## config.mk

```make
export PLATFORM = sky130hd
export DESIGN_NAME = bullet_slot_arbiter_flat
export DESIGN_NICKNAME = d
export VERILOG_FILES = /design/src/rtl/bullet_slot_arbiter_pkg.sv /design/src/rtl/bullet_slot_arbiter_if.sv /design/src/rtl/bullet_rr_pick.sv /design/src/rtl/bullet_slot_arbiter.sv /design/src/flat_wrapper.sv
export SDC_FILE = /design/constraint.sdc
export NUM_CORES = 1
export LEC_CHECK = 0
export CORE_MARGIN = 4
export CORE_UTILIZATION = 51
export DETAILED_ROUTE_END_ITERATION = 12
export PLACE_DENSITY = 0.73
export SLEW_MARGIN = 20
export SYNTH_ARGS = -nofsm -noshare
export SYNTH_HDL_FRONTEND = slang
export SYNTH_SLANG_ARGS = --single-unit
```

## constraint.sdc

```tcl
create_clock -name clk -period 2.65 [get_ports clk]
set_input_delay 0.3975 -clock clk [delete_from_list [all_inputs] [get_ports clk]]
set_output_delay 0.3975 -clock clk [all_outputs]
set_load 0.1 [all_outputs]
```

## src/rtl/bullet_slot_arbiter_pkg.sv

```systemverilog
// Shared definitions for the bullet slot arbiter.
// Contents:
//   - FSM state encodings ARB_OFF / ARB_RUN / ARB_HOLD
//   - Requester index names (player is requester 0; boss emitters follow)
//   - Default clear hold-off length, shared with the game FSM bomb timeout
package bullet_slot_arbiter_pkg;

  localparam logic [1:0] ARB_OFF  = 2'd0;
  localparam logic [1:0] ARB_RUN  = 2'd1;
  localparam logic [1:0] ARB_HOLD = 2'd2;

  localparam int REQ_PLAYER = 0;

  // 0.4 s at 100 MHz, the length of the bomb window
  localparam int CLEAR_CYCLES_DEF = 40_000_000;

endpackage

```

## src/rtl/bullet_slot_arbiter_if.sv

```systemverilog
// Bus between the game side (gun, emitters, renderer, game FSM) and the
// bullet slot arbiter.
// Signals:
//   game_en, game_reset, clear_all  game FSM controls
//   req                             level requests, one bit per requester
//   free_valid, free_slot           retire strobe and slot from the renderer
//   gnt, gnt_valid, gnt_slot        registered one-hot grant pulse and slot
//   slot_busy, busy_count, full     pool occupancy
// Modports: master = game side, slave = arbiter.
interface bullet_slot_arbiter_if #(
  parameter int NUM_REQ  = 4,
  parameter int NUM_SLOT = 16,
  parameter int SLOT_W   = 4
);
  logic                game_en;
  logic                game_reset;
  logic                clear_all;
  logic [NUM_REQ-1:0]  req;
  logic                free_valid;
  logic [SLOT_W-1:0]   free_slot;
  logic [NUM_REQ-1:0]  gnt;
  logic                gnt_valid;
  logic [SLOT_W-1:0]   gnt_slot;
  logic [NUM_SLOT-1:0] slot_busy;
  logic [SLOT_W:0]     busy_count;
  logic                full;

  modport master (
    output game_en, game_reset, clear_all, req, free_valid, free_slot,
    input  gnt, gnt_valid, gnt_slot, slot_busy, busy_count, full
  );

  modport slave (
    input  game_en, game_reset, clear_all, req, free_valid, free_slot,
    output gnt, gnt_valid, gnt_slot, slot_busy, busy_count, full
  );
endinterface

```

## src/rtl/bullet_rr_pick.sv

```systemverilog
// Combinational round-robin picker.
// Ports:
//   req      in   NUM_REQ  pending requests
//   ptr      in   REQ_W    first index to consider
//   win      out  NUM_REQ  one-hot winner (0 when no request)
//   win_idx  out  REQ_W    index of the winner
//   hit      out  1        some request was found
module bullet_rr_pick #(
  parameter int NUM_REQ = 4,
  parameter int REQ_W   = 2
) (
  input  logic [NUM_REQ-1:0] req,
  input  logic [REQ_W-1:0]   ptr,
  output logic [NUM_REQ-1:0] win,
  output logic [REQ_W-1:0]   win_idx,
  output logic               hit
);
  logic [REQ_W-1:0] idx;

  // Scan upward from ptr with wrap; first set request wins.
  always_comb begin
    win     = '0;
    win_idx = '0;
    hit     = 1'b0;
    idx     = '0;
    for (int i = 0; i < NUM_REQ; i++) begin
      idx = REQ_W'((int'(ptr) + i) % NUM_REQ);
      if (!hit && req[idx]) begin
        hit      = 1'b1;
        win[idx] = 1'b1;
        win_idx  = idx;
      end
    end
  end
endmodule

```

## src/rtl/bullet_slot_arbiter.sv

```systemverilog
// Bullet slot arbiter: hands out free on-screen bullet slots to the player
// gun and boss emitters, one grant per cycle, round-robin across requesters.
// The renderer retires slots; the game FSM gates, resets and bomb-clears the pool.
// Ports:
//   clk         system clock
//   hard_reset  async active-high reset
//   bus         slave side of bullet_slot_arbiter_if (controls, requests,
//               retire strobe in; grant, occupancy out)
module bullet_slot_arbiter
  import bullet_slot_arbiter_pkg::*;
#(
  parameter int NUM_REQ      = 4,
  parameter int NUM_SLOT     = 16,
  parameter int SLOT_W       = 4,
  parameter int CLEAR_CYCLES = CLEAR_CYCLES_DEF
) (
  input logic                  clk,
  input logic                  hard_reset,
  bullet_slot_arbiter_if.slave bus
);
  localparam int REQ_W = (NUM_REQ > 1) ? $clog2(NUM_REQ) : 1;
  localparam int CNT_W = $clog2(CLEAR_CYCLES + 1);
  localparam logic [CNT_W-1:0]  HOLD_LOAD = CNT_W'(CLEAR_CYCLES - 1);
  localparam logic [SLOT_W:0]   COUNT_MAX = (SLOT_W+1)'(NUM_SLOT);

  logic [1:0]          state;
  logic [REQ_W-1:0]    ptr;
  logic [CNT_W-1:0]    hold_cnt;
  logic [NUM_SLOT-1:0] slot_busy;
  logic [SLOT_W:0]     busy_count;
  logic [NUM_REQ-1:0]  gnt;
  logic [SLOT_W-1:0]   gnt_slot;

  logic [NUM_REQ-1:0]  win;
  logic [REQ_W-1:0]    win_idx;
  logic                win_hit;
  logic [SLOT_W-1:0]   alloc_slot;
  logic                slot_hit;
  logic                full;
  logic                alloc;
  logic                free_hit;
  logic [NUM_SLOT-1:0] alloc_mask;
  logic [NUM_SLOT-1:0] free_mask;

  bullet_rr_pick #(.NUM_REQ(NUM_REQ), .REQ_W(REQ_W)) u_pick (
    .req     (bus.req),
    .ptr     (ptr),
    .win     (win),
    .win_idx (win_idx),
    .hit     (win_hit)
  );

  // Lowest-index free slot; descending scan so the last assignment wins.
  always_comb begin
    alloc_slot = '0;
    slot_hit   = 1'b0;
    for (int s = NUM_SLOT - 1; s >= 0; s--) begin
      if (!slot_busy[s]) begin
        slot_hit   = 1'b1;
        alloc_slot = SLOT_W'(s);
      end
    end
  end

  assign full = (busy_count == COUNT_MAX);

  // Grant only from RUN with the gate open; game_reset/clear_all suppress it
  // in the sequential block. Allocation sees the pre-edge bitmap, so a slot
  // freed this cycle cannot be handed out until the next one.
  assign alloc = (state == ARB_RUN) && bus.game_en && !full && win_hit && slot_hit;

  // Retiring a slot that is already free (or out of range) is a no-op.
  assign free_hit = bus.free_valid && (int'(bus.free_slot) < NUM_SLOT) &&
                    slot_busy[bus.free_slot];

  always_comb begin
    alloc_mask = '0;
    free_mask  = '0;
    if (alloc)    alloc_mask[alloc_slot]   = 1'b1;
    if (free_hit) free_mask[bus.free_slot] = 1'b1;
  end

  // Pool, grant and pointer.
  always_ff @(posedge clk or posedge hard_reset) begin
    if (hard_reset) begin
      slot_busy  <= '0;
      busy_count <= '0;
      gnt        <= '0;
      gnt_slot   <= '0;
      ptr        <= '0;
    end else if (bus.game_reset) begin
      slot_busy  <= '0;
      busy_count <= '0;
      gnt        <= '0;
      gnt_slot   <= '0;
      ptr        <= '0;
    end else begin
      gnt      <= '0;
      gnt_slot <= '0;
      if (bus.clear_all) begin
        slot_busy  <= '0;
        busy_count <= '0;
      end else begin
        slot_busy  <= (slot_busy & ~free_mask) | alloc_mask;
        busy_count <= busy_count + (SLOT_W+1)'(alloc) - (SLOT_W+1)'(free_hit);
        if (alloc) begin
          gnt      <= win;
          gnt_slot <= alloc_slot;
          ptr      <= REQ_W'((int'(win_idx) + 1) % NUM_REQ);
        end
      end
    end
  end

  // Game-state FSM. game_en low always wins over RUN/HOLD transitions.
  always_ff @(posedge clk or posedge hard_reset) begin
    if (hard_reset) begin
      state    <= ARB_OFF;
      hold_cnt <= '0;
    end else if (bus.game_reset || !bus.game_en) begin
      state    <= ARB_OFF;
      hold_cnt <= '0;
    end else begin
      case (state)
        ARB_OFF: state <= ARB_RUN;
        ARB_RUN: begin
          if (bus.clear_all) begin
            state    <= ARB_HOLD;
            hold_cnt <= HOLD_LOAD;
          end
        end
        ARB_HOLD: begin
          if (bus.clear_all)      hold_cnt <= HOLD_LOAD;
          else if (hold_cnt == 0) state    <= ARB_RUN;
          else                    hold_cnt <= hold_cnt - 1'b1;
        end
        default: state <= ARB_OFF;
      endcase
    end
  end

  assign bus.gnt        = gnt;
  assign bus.gnt_valid  = |gnt;
  assign bus.gnt_slot   = gnt_slot;
  assign bus.slot_busy  = slot_busy;
  assign bus.busy_count = busy_count;
  assign bus.full       = full;
endmodule
```

## src/flat_wrapper.sv

```systemverilog
// flat-port wrapper written by rule: the top's interface ports become plain ports
module bullet_slot_arbiter_flat import bullet_slot_arbiter_pkg::*;
#(
  parameter int NUM_REQ      = 4,
  parameter int NUM_SLOT     = 16,
  parameter int SLOT_W       = 4,
  parameter int CLEAR_CYCLES = CLEAR_CYCLES_DEF
)
  (clk, hard_reset, bus_game_en, bus_game_reset, bus_clear_all, bus_req, bus_free_valid, bus_free_slot, bus_gnt, bus_gnt_valid, bus_gnt_slot, bus_slot_busy, bus_busy_count, bus_full);
  bullet_slot_arbiter_if #(.NUM_REQ(NUM_REQ), .NUM_SLOT(NUM_SLOT), .SLOT_W(SLOT_W)) bus_i ();
  input logic clk;
  input logic hard_reset;
  input wire logic [$bits(bus_i.game_en)-1:0] bus_game_en;
  input wire logic [$bits(bus_i.game_reset)-1:0] bus_game_reset;
  input wire logic [$bits(bus_i.clear_all)-1:0] bus_clear_all;
  input wire logic [$bits(bus_i.req)-1:0] bus_req;
  input wire logic [$bits(bus_i.free_valid)-1:0] bus_free_valid;
  input wire logic [$bits(bus_i.free_slot)-1:0] bus_free_slot;
  output wire logic [$bits(bus_i.gnt)-1:0] bus_gnt;
  output wire logic [$bits(bus_i.gnt_valid)-1:0] bus_gnt_valid;
  output wire logic [$bits(bus_i.gnt_slot)-1:0] bus_gnt_slot;
  output wire logic [$bits(bus_i.slot_busy)-1:0] bus_slot_busy;
  output wire logic [$bits(bus_i.busy_count)-1:0] bus_busy_count;
  output wire logic [$bits(bus_i.full)-1:0] bus_full;
  assign bus_i.game_en = bus_game_en;
  assign bus_i.game_reset = bus_game_reset;
  assign bus_i.clear_all = bus_clear_all;
  assign bus_i.req = bus_req;
  assign bus_i.free_valid = bus_free_valid;
  assign bus_i.free_slot = bus_free_slot;
  assign bus_gnt = bus_i.gnt;
  assign bus_gnt_valid = bus_i.gnt_valid;
  assign bus_gnt_slot = bus_i.gnt_slot;
  assign bus_slot_busy = bus_i.slot_busy;
  assign bus_busy_count = bus_i.busy_count;
  assign bus_full = bus_i.full;
  bullet_slot_arbiter #(.NUM_REQ(NUM_REQ), .NUM_SLOT(NUM_SLOT), .SLOT_W(SLOT_W), .CLEAR_CYCLES(CLEAR_CYCLES)) u_core (.clk(clk), .hard_reset(hard_reset), .bus(bus_i));
endmodule
```

==> results.sh, run 1 <==
export IMPL_cp_start_kind="register"
export IMPL_drt_total_wl_um=10500
export IMPL_antenna_cells=0
export IMPL_ant_nets=0
export IMPL_final_max_slew_viol_count=0
export IMPL_ys_warn_count=0
export IMPL_gp_congestion=0.914
export IMPL_yosysSeqAreaShare=0.375
export IMPL_ys_ff_latch=59
export IMPL_synthCells=454
export IMPL_worstSetupEndpointType="register"
export IMPL_ir_worst_vdd_v=0.000278
export IMPL_grt_pass1_wl_um=17100
export IMPL_grt_pass1_vias=3636
export IMPL_setup_violations_final=1
export IMPL_ff_latch_area_um2=1500
export IMPL_synth_simple_area_share=0.246
export IMPL_synthTopCellsByCount="dfrtp_1, nor2_1, a21oi_1"
export IMPL_core_um2=7370
export IMPL_pwr_share_comb=0.196
export IMPL_swShare=0.302
export IMPL_clk_path_buf_depth=2
export IMPL_post_dp_cell_area_um2=4700
export IMPL_vias=3931
export IMPL_synth_compound_area_frac=0.237
export IMPL_synth_cell_types=63
export IMPL_drive_above_1_share=0.268
export IMPL_yosys_area_share_adder=0.0528
export IMPL_leakagePower_uw=0.00217
export IMPL_synth_top_family_by_area="simple AND/OR/NAND/NOR gates"
export IMPL_cp_arrival_ps=2920
export IMPL_power_frac_seq=0.411
export IMPL_cts_root_buf="clkbuf_8"
export IMPL_dr_first_iter_drc_count=230
export IMPL_wl_per_cell_um=16.3
export IMPL_rsz0062_at_grt="true"
export IMPL_clkSinkCount=59
export IMPL_worstMarginPinSlew_ps=677
export IMPL_timing_rr_end="u_core.bus.busy_count[4]"
export IMPL_pwr_density_cell_nw_per_um2=472
export IMPL_synth_edff_count=0
export IMPL_ys_async_sr_fraction=1.00
export IMPL_max_cap_violations=0
export IMPL_violations="setup timing"
export IMPL_die_w_um=95.8
export IMPL_syn_num_nets=484
export IMPL_finalHoldViolations=0
export IMPL_path_max_fanout=2
export IMPL_grt_max_degree=60
export IMPL_fp_row_count=31
export IMPL_hold_path_class="in -> async"
export IMPL_switchingPower_uw=714
export IMPL_track_usage=0.238
export IMPL_fin_skew_ps=16.7
export IMPL_yosysTopAreaCellShare=0.375
export IMPL_io_pins=45
export IMPL_yosysMostFrequentCell="dfrtp_1"
export IMPL_yosysTopAreaCell="dfrtp_1"
export IMPL_multi_input_area_um2=2320
export IMPL_dp_hpwl_um=7500
export IMPL_setup_slack_ps=-20.4
export IMPL_ys_flop_type="dfrtp_1"
export IMPL_port_buffers=44
export IMPL_post_route_period_util=1.01
export IMPL_antenna_found_initial=0
export IMPL_synth_area_um2=3940
export IMPL_area_delta_synth_final_pct=27.5
export IMPL_period_minus_slack_ps=2670
export IMPL_clkTransAtPathRegs_ps=80
export IMPL_fmax_mhz=374
export IMPL_p_int_uw=1650
export IMPL_h_tree_depth=3
export IMPL_synthMuxAreaShare=0.0337
export IMPL_cts_tree="done"
export IMPL_reg2reg_depth=14
export IMPL_nFillCells=583
export IMPL_r2r_start="u_core.bus.slot_busy[15]"
export IMPL_syn_area_per_cell_um2=8.67
export IMPL_cts_made_buffers=9
export IMPL_status="complete, but fails checks"
export IMPL_cp_required_ps=2900
export IMPL_dieArea_um2=9190
export IMPL_drc=0
export IMPL_avgViaCountPerCell=6.10
export IMPL_relSlewSlack=0.544
export IMPL_overflow=0
export IMPL_insertion_delay_ps=350
export IMPL_synth_area_top_cells="dfrtp_1, ha_1, a21oi_1"
export IMPL_hold_slack_ps=420
export IMPL_synth_xor_xnor_area_share=0.00890
export IMPL_die_h_um=95.8
export IMPL_pwr_share_clk=0.392
export IMPL_critPathKind="reg -> reg"
export IMPL_dr_pass1_iters=5
export IMPL_r2r_setup_slack_ps=-20
export IMPL_design_area_um2=5020
export IMPL_nets=570
export IMPL_ctsHoldBuffers=0
export IMPL_start_util=0.534
## layer usage
metal | routed length (µm) | vias up | global-route usage
met5 | 0 | - | 0
li1 | - | 1871 | -
met3 | 783 | 14 | 0.0555
met4 | 170 | 0 | 0.0711
met2 | 4880 | 155 | 0.378
met1 | 4680 | 1891 | 0.324
## worst max-delay path: stages, from the launching register on
cell and delay (ps):
dfrtp_2 420, mux4_2 500, mux2i_2 170, o22ai_2 110
ha_1 310, inv_2 70, ha_4 130, inv_2 40
fa_2 360, inv_2 70, a21oi_2 40, nor2_1 110
nor2_1 60, xnor2_1 130, nor2_1 60
## cell type report
type                            instances  area share
Multi-Input combinational cell        350       0.462
Clock buffer                            9      0.0247
Timing Repair Buffer                   97       0.153
Sequential cell                        59       0.298
Clock inverter                          7      0.0205
Inverter                               23      0.0172
Tap cell                               99      0.0247
## logic make-up after synthesis
logic type | Yosys count
adder cells (fa/ha/maj) | 16
AO/OA/AOI/OAI | 142
multiplexers | 9
flip-flops | 59
AND/OR/NAND/NOR | 179
XOR/XNOR | 4
buffers and inverters | 45
## sequential cells by signal, summed over array words and instances, names as in the netlist
register / count
u_core.bus.busy_count: 5
u_core.bus.gnt: 4
u_core.bus.gnt_slot: 4
u_core.bus.slot_busy: 16
u_core.hold_cnt: 26
u_core.ptr: 2
u_core.state: 2
## worst max path at each step
stage / startpoint / endpoint / slack (ps) / cells past startpoint
detailed placement: bus_free_slot[0] / u_core.bus.busy_count[4] / -630 / 15
global placement: bus_free_slot[0] / u_core.bus.busy_count[4] / -550 / 15
CTS: u_core.hold_cnt[17] / u_core.hold_cnt[2] / 20 / 6
global route: u_core.bus.slot_busy[3] / u_core.bus.busy_count[4] / -140 / 14
finish: u_core.bus.slot_busy[15] / u_core.bus.busy_count[4] / -20 / 14
floorplan: u_core.bus.slot_busy[3] / u_core.bus.busy_count[4] / -150 / 14
## power groups by stage
stage / Sequential (µW) / Clock [µW] / Combinational, µW
detailed placement: 989 / 0 / 451
global placement: 987 / 0 / 440
CTS: 973 / 943 / 453
finish: 974 / 929 / 465
global route: 978 / 985 / 510
floorplan: 1010 / 0 / 285
## per-stage QoR
stage	power, µW	util	instances	setup WS (ps)	setup TNS, ps
6_report	2370	0.681	644	-20.4	-20.4
5_1_grt	2470	0.681	644	-136	-149
4_1_cts	2370	0.669	637	19.4	0
3_5_place_dp	1440	0.638	621	-633	-1900
3_3_place_gp	1430	0.638	621	-546	-1580
2_1_floorplan	1300	-	454	-155	-155
## placed cells by master (no fill, tap or decap), types with 6 or more instances in the layout
master,netlist,final
a211oi_1,8,8
a21oi_1,37,36
a311oi_1,9,9
a31oi_1,6,6
buf_4,0,83
clkbuf_8,0,9
clkdlybuf4s50_1,0,11
dfrtp_1,59,43
dfrtp_2,0,16
ha_1,15,14
inv_1,23,19
nand2_1,34,34
nand2b_1,17,17
nand3_1,14,14
nand4_1,13,13
nor2_1,38,38
nor2b_1,6,6
nor3_1,17,17
o211ai_1,15,15
o21a_1,6,6
o21ai_0,30,30
## timing repair
item                       CTS  global route
setup buffers                0             7
setup endpoints to repair    3            20
pin swaps                    0             9
gates resized for setup      3            11
No activity file was read; power rests on OpenSTA's default activity.
==> inputs of run 2 (changes only) <==
--- a/config.mk
+++ b/config.mk
@@ -7,6 +7,8 @@
 export LEC_CHECK = 0
 export CORE_MARGIN = 4
 export CORE_UTILIZATION = 51
+export CTS_CLUSTER_DIAMETER = 100
+export CTS_CLUSTER_SIZE = 28
 export DETAILED_ROUTE_END_ITERATION = 12
 export PLACE_DENSITY = 0.73
 export SLEW_MARGIN = 20
==> results of run 2 <==
Final layout, timing and power as in run 1 (identical DEF).
==> inputs of run 3 (changes only) <==
--- a/config.mk
+++ b/config.mk
@@ -5,7 +5,6 @@
 export SDC_FILE = /design/constraint.sdc
 export NUM_CORES = 1
 export LEC_CHECK = 0
-export CORE_MARGIN = 4
 export CORE_UTILIZATION = 51
 export CTS_CLUSTER_DIAMETER = 100
 export CTS_CLUSTER_SIZE = 28
==> run 3 against run 2 <==
The flow still finishes with violations (setup timing). Critical path depth unchanged. Cell area is 1.1% lower. Non-clock buffer count decreased by 3. Utilization decreased by 0.73 points. Combinational power down 2%. Critical path type unchanged. Critical endpoint unchanged.
==> results.sh, run 3 (same netlist as run 1, synthesis figures left out) <==
export IMPL_grt_max_degree=26
export IMPL_period_minus_slack_ps=2680
export IMPL_antenna_cells=0
export IMPL_cp_start_kind="register"
export IMPL_setup_slack_ps=-25.2
export IMPL_cp_required_ps=2900
export IMPL_track_usage=0.270
export IMPL_dp_slack_ps=-659
export IMPL_hold_path_class="in -> async"
export IMPL_worstSetupEndpointType="register"
export IMPL_dr_pass1_iters=5
export IMPL_path_max_fanout=2
export IMPL_ant_nets=0
export IMPL_hold_slack_ps=406
export IMPL_status="complete, but fails checks"
export IMPL_gp_congestion=0.896
export IMPL_leakagePower_uw=0.00215
export IMPL_drt_total_wl_um=10400
export IMPL_wl_per_cell_um=16.3
export IMPL_start_util=0.534
export IMPL_die_h_um=89.8
export IMPL_final_common_cell="buf_4"
export IMPL_setup_violations_final=1
export IMPL_reg2reg_depth=14
export IMPL_dp_hpwl_um=7480
export IMPL_rsz0062_at_grt="true"
export IMPL_top_regs="u_core.hold_cnt (26), u_core.bus.slot_busy (16), u_core.bus.busy_count (5)"
export IMPL_grt_pass1_wl_um=17600
export IMPL_r2r_setup_slack_ps=-30
export IMPL_fmax_mhz=374
export IMPL_top_register="u_core.hold_cnt"
export IMPL_max_cap_violations=0
export IMPL_pwr_density_cell_nw_per_um2=476
export IMPL_fin_skew_ps=17.0
export IMPL_finalHoldViolations=0
export IMPL_die_w_um=89.8
export IMPL_violations="setup timing"
export IMPL_dr_first_iter_drc_count=285
export IMPL_worstMarginPinSlew_ps=723
export IMPL_ir_worst_vdd_v=0.000295
export IMPL_cts_made_buffers=9
export IMPL_cts_root_buf="clkbuf_8"
export IMPL_dieArea_um2=8070
export IMPL_core_um2=7370
export IMPL_antenna_found_initial=0
export IMPL_largest_reg_flops=26
export IMPL_r2r_start="u_core.bus.slot_busy[15]"
export IMPL_avgViaCountPerCell=6.14
export IMPL_nFillCells=598
export IMPL_layout_common_cells="buf_4, dfrtp_1, nor2_1"
export IMPL_clk_path_buf_depth=2
export IMPL_insertion_delay_ps=350
export IMPL_relSlewSlack=0.513
export IMPL_clkTransAtPathRegs_ps=80
export IMPL_post_route_period_util=1.01
export IMPL_nets=567
export IMPL_grt_pass1_vias=3805
export IMPL_critPathKind="reg -> reg"
export IMPL_drive_above_1_share=0.256
export IMPL_overflow=0
export IMPL_fp_row_count=31
export IMPL_h_tree_depth=3
export IMPL_io_pins=45
export IMPL_port_buffers=44
export IMPL_cp_arrival_ps=2920
export IMPL_cts_tree="done"
export IMPL_clkSinkCount=59
export IMPL_vias=3934
export IMPL_area_delta_synth_final_pct=26.1
export IMPL_timing_rr_end="u_core.bus.busy_count[4]"
export IMPL_drc=0
export IMPL_final_max_slew_viol_count=0
==> run 3: how the worst max path moves through the flow <==
stage / startpoint / to / slack (ps) / depth (start not counted)
final: u_core.bus.slot_busy[15] / u_core.bus.busy_count[4] / -30 / 14
after global routing: u_core.bus.slot_busy[15] / u_core.bus.busy_count[4] / -180 / 14
after CTS: bus_free_slot[0] / u_core.bus.busy_count[4] / 6 / 15
after detailed placement: bus_free_slot[0] / u_core.bus.busy_count[4] / -660 / 15
after global placement: bus_free_slot[0] / u_core.bus.busy_count[4] / -570 / 15
after floorplan: u_core.bus.slot_busy[3] / u_core.bus.busy_count[4] / -150 / 14
==> run 3: power breakdown <==
group	leakage, µW	internal, µW	switching (µW)
sequential	0.000780	934	38.7
clock	0.000106	535	399
combinational	0.00126	179	275
==> run 3: through the flow <==
step	std cells	cell area, µm²	TNS, ps	utilization	total power [µW]
after floorplan	454	3960	-155	-	1300
after global routing	641	4960	-245	0.673	2470
final	641	4960	-25.2	0.673	2360
after global placement	622	4700	-1680	0.638	1420
after CTS	638	4930	0	0.669	2360
after detailed placement	622	4700	-2240	0.638	1430
==> run 3: layout make-up <==
cell class	instances	area, µm²	share of cell area
inverters	23	86.3	0.0174
clock buffers	9	124	0.0250
repair buffers	94	732	0.148
well taps	99	124	0.0250
multi-input cells	350	2300	0.463
flip-flops and latches	59	1500	0.302
clock inverters	7	101	0.0204
==> run 3: repair_timing <==
| action | in CTS | in global routing |
|---|---|---|
| endpoints found under the setup margin | 5 | 21 |
| buffers inserted | 0 | 3 |
| pin swaps | 0 | 3 |
| hold buffers | 0 | 0 |
| gates resized for setup | 4 | 6 |
==> run 3: metal layers <==
| metal | vias to the layer above | track usage | share of wire |
|---|---|---|---|
| met5 | - | 0 | 0 |
| met4 | 0 | 0.113 | 0.013 |
| met3 | 13 | 0.0330 | 0.059 |
| met2 | 164 | 0.416 | 0.46 |
| met1 | 1887 | 0.383 | 0.46 |
| li1 | 1870 | - | - |
==> run 3: worst max-delay path, stage by stage (launching register included) <==
cell	delay, ps
dfrtp_2	420
mux4_2	500
mux2i_1	200
o22ai_2	130
ha_1	280
inv_1	60
ha_2	190
inv_2	40
fa_2	330
inv_1	60
a21oi_1	50
nor2_1	90
nor2_1	50
xnor2_1	130
nor2_1	50
